### src/rtl/alu_exec.sv
// Execute stage of the 16-bit RISC datapath: single-cycle ALU ops plus an
// optional iterative shift-and-add multiplier enabled by `define ALU_MUL_EN.
module alu_exec #(
    parameter int MUL_CYCLES = 16
) (
    input  logic        clk,
    input  logic        reset,
    input  logic        in_valid,
    output logic        in_ready,
    input  logic [3:0]  op,
    input  logic [15:0] a,
    input  logic [15:0] b,
    input  logic [3:0]  dest,
    output logic        wb_valid,
    output logic [3:0]  wb_addr,
    output logic [15:0] wb_data,
    output logic [3:0]  flags,
    output logic        illegal
);

    typedef enum logic [3:0] {
        OP_ADD = 4'd0,
        OP_SUB = 4'd1,
        OP_AND = 4'd2,
        OP_OR  = 4'd3,
        OP_XOR = 4'd4,
        OP_NOT = 4'd5,
        OP_SHL = 4'd6,
        OP_SHR = 4'd7,
        OP_SRA = 4'd8,
        OP_MOV = 4'd9,
        OP_CMP = 4'd10,
        OP_MUL = 4'd11
    } op_e;

    // The multiplier walks one bit of b per cycle, so only 16 is meaningful.
    if (MUL_CYCLES != 16) begin : g_bad_mul_cycles
        $error("alu_exec: MUL_CYCLES must be 16");
    end

    // ------------------------------------------------------------------
    // Single-cycle ALU
    // ------------------------------------------------------------------
    logic [15:0] alu_res;
    logic        alu_c;
    logic        alu_v;
    logic        alu_wb;
    logic        alu_legal;
    logic [16:0] add_full;
    logic [15:0] sub_res;
    logic [16:0] shl_full;
    logic [16:0] shr_full;
    logic [16:0] sra_full;

    // NOTE: every always_comb output gets a default first so no path leaves
    // it unassigned, which would otherwise infer a latch.
    always_comb begin
        alu_res   = '0;
        alu_c     = 1'b0;
        alu_v     = 1'b0;
        alu_wb    = 1'b1;
        alu_legal = 1'b1;
        add_full  = {1'b0, a} + {1'b0, b};
        sub_res   = a - b;
        // An extra bit beside the operand captures the last bit shifted out.
        shl_full  = {1'b0, a} << b[3:0];
        shr_full  = {a, 1'b0} >> b[3:0];
        sra_full  = $signed({a, 1'b0}) >>> b[3:0];
        case (op)
            OP_ADD: begin
                alu_res = add_full[15:0];
                alu_c   = add_full[16];
                alu_v   = (a[15] == b[15]) && (add_full[15] != a[15]);
            end
            OP_SUB, OP_CMP: begin
                alu_res = sub_res;
                alu_c   = (a >= b);
                alu_v   = (a[15] != b[15]) && (sub_res[15] != a[15]);
                alu_wb  = (op != OP_CMP);
            end
            OP_AND: alu_res = a & b;
            OP_OR:  alu_res = a | b;
            OP_XOR: alu_res = a ^ b;
            OP_NOT: alu_res = ~a;
            OP_SHL: begin
                alu_res = shl_full[15:0];
                alu_c   = shl_full[16];
            end
            OP_SHR: begin
                alu_res = shr_full[16:1];
                alu_c   = shr_full[0];
            end
            OP_SRA: begin
                alu_res = sra_full[16:1];
                alu_c   = sra_full[0];
            end
            OP_MOV: alu_res = b;
            default: begin
                alu_legal = 1'b0;
                alu_wb    = 1'b0;
            end
        endcase
    end

    // ------------------------------------------------------------------
    // Output registers and control
    // ------------------------------------------------------------------
    logic        wb_valid_q, wb_valid_d;
    logic [3:0]  wb_addr_q,  wb_addr_d;
    logic [15:0] wb_data_q,  wb_data_d;
    logic [3:0]  flags_q,    flags_d;
    logic        illegal_q,  illegal_d;
    logic        accept;

`ifdef ALU_MUL_EN
    localparam int CNT_W = $clog2(MUL_CYCLES);

    typedef enum logic {
        S_IDLE = 1'b0,
        S_MUL  = 1'b1
    } state_e;

    state_e             state_q,  state_d;
    logic [31:0]        mcand_q,  mcand_d;
    logic [15:0]        mplier_q, mplier_d;
    logic [31:0]        acc_q,    acc_d;
    logic [CNT_W-1:0]   cnt_q,    cnt_d;
    logic [3:0]         mdest_q,  mdest_d;

    assign in_ready = (state_q == S_IDLE);
`else
    assign in_ready = 1'b1;
`endif

    assign accept = in_valid && in_ready;

    always_comb begin
        wb_valid_d = 1'b0;
        wb_addr_d  = wb_addr_q;
        wb_data_d  = wb_data_q;
        flags_d    = flags_q;
        illegal_d  = 1'b0;
`ifdef ALU_MUL_EN
        state_d    = state_q;
        mcand_d    = mcand_q;
        mplier_d   = mplier_q;
        acc_d      = acc_q;
        cnt_d      = cnt_q;
        mdest_d    = mdest_q;

        if (state_q == S_MUL) begin
            acc_d    = acc_q + (mplier_q[0] ? mcand_q : 32'd0);
            mcand_d  = mcand_q << 1;
            mplier_d = mplier_q >> 1;
            cnt_d    = cnt_q + 1'b1;
            if (cnt_q == CNT_W'(MUL_CYCLES - 1)) begin
                state_d    = S_IDLE;
                wb_valid_d = 1'b1;
                wb_addr_d  = mdest_q;
                wb_data_d  = acc_d[15:0];
                flags_d    = {acc_d[15:0] == 16'd0, acc_d[15], |acc_d[31:16], 1'b0};
            end
        end else if (accept && op == OP_MUL) begin
            state_d  = S_MUL;
            mcand_d  = {16'd0, a};
            mplier_d = b;
            acc_d    = '0;
            cnt_d    = '0;
            mdest_d  = dest;
        end else
`endif
        if (accept) begin
            if (!alu_legal) begin
                illegal_d = 1'b1;
            end else begin
                flags_d = {alu_res == 16'd0, alu_res[15], alu_c, alu_v};
                if (alu_wb) begin
                    wb_valid_d = 1'b1;
                    wb_addr_d  = dest;
                    wb_data_d  = alu_res;
                end
            end
        end
    end

    // NOTE: state registers use non-blocking assignments so every flop
    // samples its _d value from before the edge.
    always_ff @(posedge clk or negedge reset) begin
        if (!reset) begin
            wb_valid_q <= 1'b0;
            wb_addr_q  <= '0;
            wb_data_q  <= '0;
            flags_q    <= '0;
            illegal_q  <= 1'b0;
`ifdef ALU_MUL_EN
            state_q    <= S_IDLE;
            mcand_q    <= '0;
            mplier_q   <= '0;
            acc_q      <= '0;
            cnt_q      <= '0;
            mdest_q    <= '0;
`endif
        end else begin
            wb_valid_q <= wb_valid_d;
            wb_addr_q  <= wb_addr_d;
            wb_data_q  <= wb_data_d;
            flags_q    <= flags_d;
            illegal_q  <= illegal_d;
`ifdef ALU_MUL_EN
            state_q    <= state_d;
            mcand_q    <= mcand_d;
            mplier_q   <= mplier_d;
            acc_q      <= acc_d;
            cnt_q      <= cnt_d;
            mdest_q    <= mdest_d;
`endif
        end
    end

    assign wb_valid = wb_valid_q;
    assign wb_addr  = wb_addr_q;
    assign wb_data  = wb_data_q;
    assign flags    = flags_q;
    assign illegal  = illegal_q;

endmodule

### config.mk
export PLATFORM = sky130hd
export DESIGN_NAME = alu_exec
export DESIGN_NICKNAME = d
export VERILOG_FILES = /design/src/rtl/alu_exec.sv
export SDC_FILE = /design/constraint.sdc
export NUM_CORES = 1
export LEC_CHECK = 0
export CAP_MARGIN = 20
export CORE_MARGIN = 2
export CORE_UTILIZATION = 50
export DETAILED_ROUTE_END_ITERATION = 8
export PLACE_DENSITY = 0.73
export SYNTH_ARGS = -nofsm -noshare
export SYNTH_HDL_FRONTEND = slang
export SYNTH_SLANG_ARGS = --single-unit
### constraint.sdc
create_clock -name clk -period 1.4 [get_ports clk]
set_clock_uncertainty 0.1 [all_clocks]
set_input_delay 0.21 -clock clk [delete_from_list [all_inputs] [get_ports clk]]
set_output_delay 0.21 -clock clk [all_outputs]
set_load 0.02 [all_outputs]
==> impl_metrics.toml, run 1 <==
[synth]
synthAdderAreaFrac_pct = 12.25
ys.flop_type = "dfrtp_1"
synth_top_area_share_pct = 11.56
synth_top_area_cell = "ha_1"
synthXorXnorAreaFrac_pct = 0.9158
synth_edf_count = 0
yosysSeqAreaShare_pct = 11.34
synth_area_um2 = 5738
syn-num-nets = 859
avgSynthCellArea_um2 = 7.540
ys_seq_elements = 26
postSynthCellCount = 761
ys_types = 80
synth_compound_area_share_pct = 31.53
synth_top_family_by_area = "compound AO/OA/AOI/OAI gates"
synth_area_leaders = "ha_1 12%, dfrtp_1 11%, mux4_2 5.9%"
muxShareOfSynthArea_pct = 14.89
synth_simple_gate_area_share_pct = 20.65
synth_common_cells = "79 x nand2_1, 56 x a21oi_1, 53 x ha_1, 50 x nor2_1, 50 x o21ai_0"
synth_most_common_cell = "nand2_1"
async_flop_share_pct = 100.0
synth-warning-count = 0

[grt]
grt_overflow = 1624
grt_max_degree = 27
gr-usage-all-layers_pct = 108.6

[die]
start_util_pct = 50.69
die_x_um = 111.1
io-pin-count = 70
chipHeight_um = 111.1
rows = 39

[sta]
worst-ep-kind = "sequential cell input"
postGrtWorstEndpoint = "flags[3]$_DFFE_PN0P_/D"

[clocking]
cts_max_path_buffers = 2
cts_root_buf = "clkbuf_16"
postCtsHoldBufs = 0
h-tree-depth = 1
cts_sinks = 26
cts_buffers = 3

[outcome]
status = "stopped before the end"
error_line = "[ERROR GRT-0232] Routing congestion too high. Check the congestion heatmap in the GUI."
haltStage = "global routing"

[place]
dp.cells = 1208
dp_hpwl_um = 21910
pre_cts_ws_ns = -2.528
port_buffers = 68
gp_congestion = 1.066
## routing by layer
| layer | global-route usage [%] | overflow |
|---|---|---|
| met4 | 121.2 | 354 |
| met2 | 148.5 | 1248 |
| met1 | 93.15 | 9 |
| met5 | 38.33 | 0 |
| met3 | 81.14 | 13 |
## metrics by stage
stage	util, %	area, um2
floorplan	-	6250
CTS	91.87	10400
detailed placement	78.85	8926
global placement	78.85	8926
## kinds of logic after synthesis
logic type      after synthesis
compound gates              258
xor+xnor                      6
fa+ha+maj                    55
buf+inv                     114
flops                        26
mux                          64
other cells                   1
simple gates                237
## repair_timing
item / in CTS
cloned: 2
endpoints found under the setup margin: 52
setup buffers: 63
pin swaps: 70
gates resized for setup: 322
==> inputs of run 2 (changes only) <==
CORE_UTILIZATION = 35   (was 50)
PLACE_DENSITY = not set   (was 0.73)
PLACE_DENSITY_LB_ADDON = 0.15   (was not set)
==> run 2 against run 1 <==
  * The flow now finishes, with violations (setup timing)
  * Synthesized cell count unchanged
  * Area after synthesis unchanged
==> impl_metrics.toml, run 2 <==
[synth]
synth_area_leaders = "ha_1 12%, dfrtp_1 11%, mux4_2 5.9%"
async_flop_share_pct = 100.0
ys_seq_elements = 26
synth-warning-count = 0
ys_types = 80
synth_top_area_share_pct = 11.56
synth_top_area_cell = "ha_1"
synth_common_cells = "79 x nand2_1, 56 x a21oi_1, 53 x ha_1, 50 x nor2_1, 50 x o21ai_0"
postSynthCellCount = 761
syn-num-nets = 859
ys.flop_type = "dfrtp_1"
avgSynthCellArea_um2 = 7.540
yosysSeqAreaShare_pct = 11.34
synth_most_common_cell = "nand2_1"
synth_edf_count = 0
synth_area_um2 = 5738

[die]
die_x_um = 132.0
chipHeight_um = 132.0
rows = 46
start_util_pct = 35.99
core_um2 = 15940
dieArea_um2 = 17430
io-pin-count = 70

[grt]
first_global_vias = 7815
grt_pass1_wl_um = 45090
grt_overflow = 0
antenna_found_initial = 0
grt_max_degree = 35
gr-usage-all-layers_pct = 32.67

[route]
vias = 8013
dr.first_iter.drc_count = 807
avgViaCountPerCell = 5.875
drc = 0
routedWlPerCell_um = 22.25
first_pass_iters = 6
postRouteAntennaNets = 0
drt-total-wl_um = 30350

[critical_path]
crit_path_end_kind = "flop"
crit_buf_inv = 3
cp-start-kind = "input pin"
cp.required_ns = 1.46
cp_slowest_cell = "or4_4"
path_class = "input pin to flop"
max_stage_delay_ns = 0.55
cp_max_fo = 2
cp_cell_sequence = "buf_8, buf_6, buf_12, ha_4, fa_2, a21oi_2, a221oi_2, or4_4, a211o_1, nor4_4, nor4b_4, nand4_1, o41ai_2"
path_delay_family = "simple AND/OR/NAND/NOR gates"
cp.arrival_ns = 3.12

[layout]
fillerInstances = 1341
diodes = 0
area_growth_pct = 89.27
mostFrequentLayoutCells = "299 x buf_4, 77 x nand2_1, 71 x buf_6"
largest_register_ffs = 16
layout-drive-gt1-share_pct = 52.79
fin_nets = 1247
final_common_cell = "buf_4"
stdcell_area_um2 = 10860

[sta]
setup_viol = 21
hold_slack_ns = 0.2095
layout_worst_path_cycle_share_pct = 218.2
worst_pin_slew_ns = 0.5178
final-max-slew-violation-count = 0
slew_headroom_pct = 65.12
tns_ns = -22.69
fmax_ghz = 0.3274
hold_violations = 0
worst_slack_ns = -1.654
grt_setup_unrepaired = "true"
period_needed_ns = 3.054

[clocking]
postCtsHoldBufs = 0
clkTransAtPathRegs_ns = 0.06
cts_max_path_buffers = 2
cts_tree = "yes"
cts_root_buf = "clkbuf_16"
cts_sinks = 26
cts_buffers = 3
clk_latency_ns = 0.26
h-tree-depth = 1

[outcome]
status = "complete, but fails checks"
violations = "setup timing"

[power]
leakage_nw = 4.908
powerDensity_nw_per_um2 = 575.3
peakVddDrop_v = 0.0006491

[worst_hold_path]
hp-class = "input pin to async pin"

[place]
dp_hpwl_um = 23330
place_area_um2 = 9077
gp_congestion = 0.9962
pre_cts_ws_ns = -2.383
port_buffers = 68

[run]
maxCapViolations = 0
==> run 2: cell counts after synthesis <==
Identical to the previous run, type by type.
==> run 2: cell families (layout without fill, tap and decap cells) <==
group	count (synthesis)	in the layout	share of synthesized area [%]
compound gates	258	258	31.53
simple gates	237	237	20.65
buf+inv	114	501	8.352
mux	64	64	14.89
fa+ha+maj	55	55	12.25
flops	26	26	11.34
xor+xnor	6	6	0.9158
other cells	1	1	0.06535
==> run 2: stage by stage <==
stage | utilization [%] | std cells | power (mW)
6_report | 68.12 | 1364 | 6.248
5_1_grt | 68.12 | 1364 | 6.550
4_1_cts | 63.22 | 1339 | 5.766
3_5_place_dp | 56.94 | 1289 | 4.554
3_3_place_gp | 56.94 | 1289 | 4.502
2_1_floorplan | - | 761 | 2.723
==> run 2: worst register-to-register path: stages, from the launching register on <==
cell	delay, ns
dfrtp_1	0.44
a22o_1	0.25
a222oi_1	0.33
a32oi_1	0.11
==> run 2: per-layer routing <==
metal | routed length, um | vias to the layer above | GRT usage (%)
li1 | - | 3677 | -
met1 | 12800 | 3863 | 44.25
met2 | 13730 | 390 | 52.05
met3 | 2299 | 83 | 4.037
met4 | 1518 | 0 | 14.55
met5 | 0 | - | 0
==> run 2: area by class of cell <==
class | instances | area (um2) | area share (%)
repair buffers | 443 | 3837 | 35.33
inverters | 53 | 280.3 | 2.581
well taps | 216 | 270.3 | 2.488
clock buffers | 3 | 75.07 | 0.6912
clock inverters | 1 | 30.03 | 0.2765
flip-flops and latches | 26 | 650.6 | 5.991
repair inverters | 1 | 7.507 | 0.06912
multi-input cells | 621 | 5709 | 52.57
==> run 2: timing repair <==
item,in CTS,in global routing
setup buffers,48,33
cloned,2,3
setup endpoints to repair,52,26
pin swaps,55,63
gates resized for setup,225,187
==> run 2: power breakdown <==
part | total (mW) | internal, mW | switching [mW] | leakage [nW]
combinational | 4.48 | 2.22 | 2.25 | 4.53
clock | 0.819 | 0.569 | 0.250 | 0.0511
sequential | 0.952 | 0.882 | 0.0698 | 0.322
==> run 2: final timing paths <==
kind / from / endpoint / slack, ns / cells past startpoint
max in group asynchronous: reset / wb_addr[3] / 0.74 / 2
min: reset / wb_addr[2] / 0.21 / 2
min in group clk: wb_addr[3] / wb_addr[3] / 0.37 / 2
max reg2reg: flags[1] / flags[1] / 0.03 / 3
max: b[0] / flags[3] / -1.65 / 13
min reg2reg: wb_addr[3] / wb_addr[3] / 0.37 / 2
Note: power is estimated with default switching activity, not from simulation.
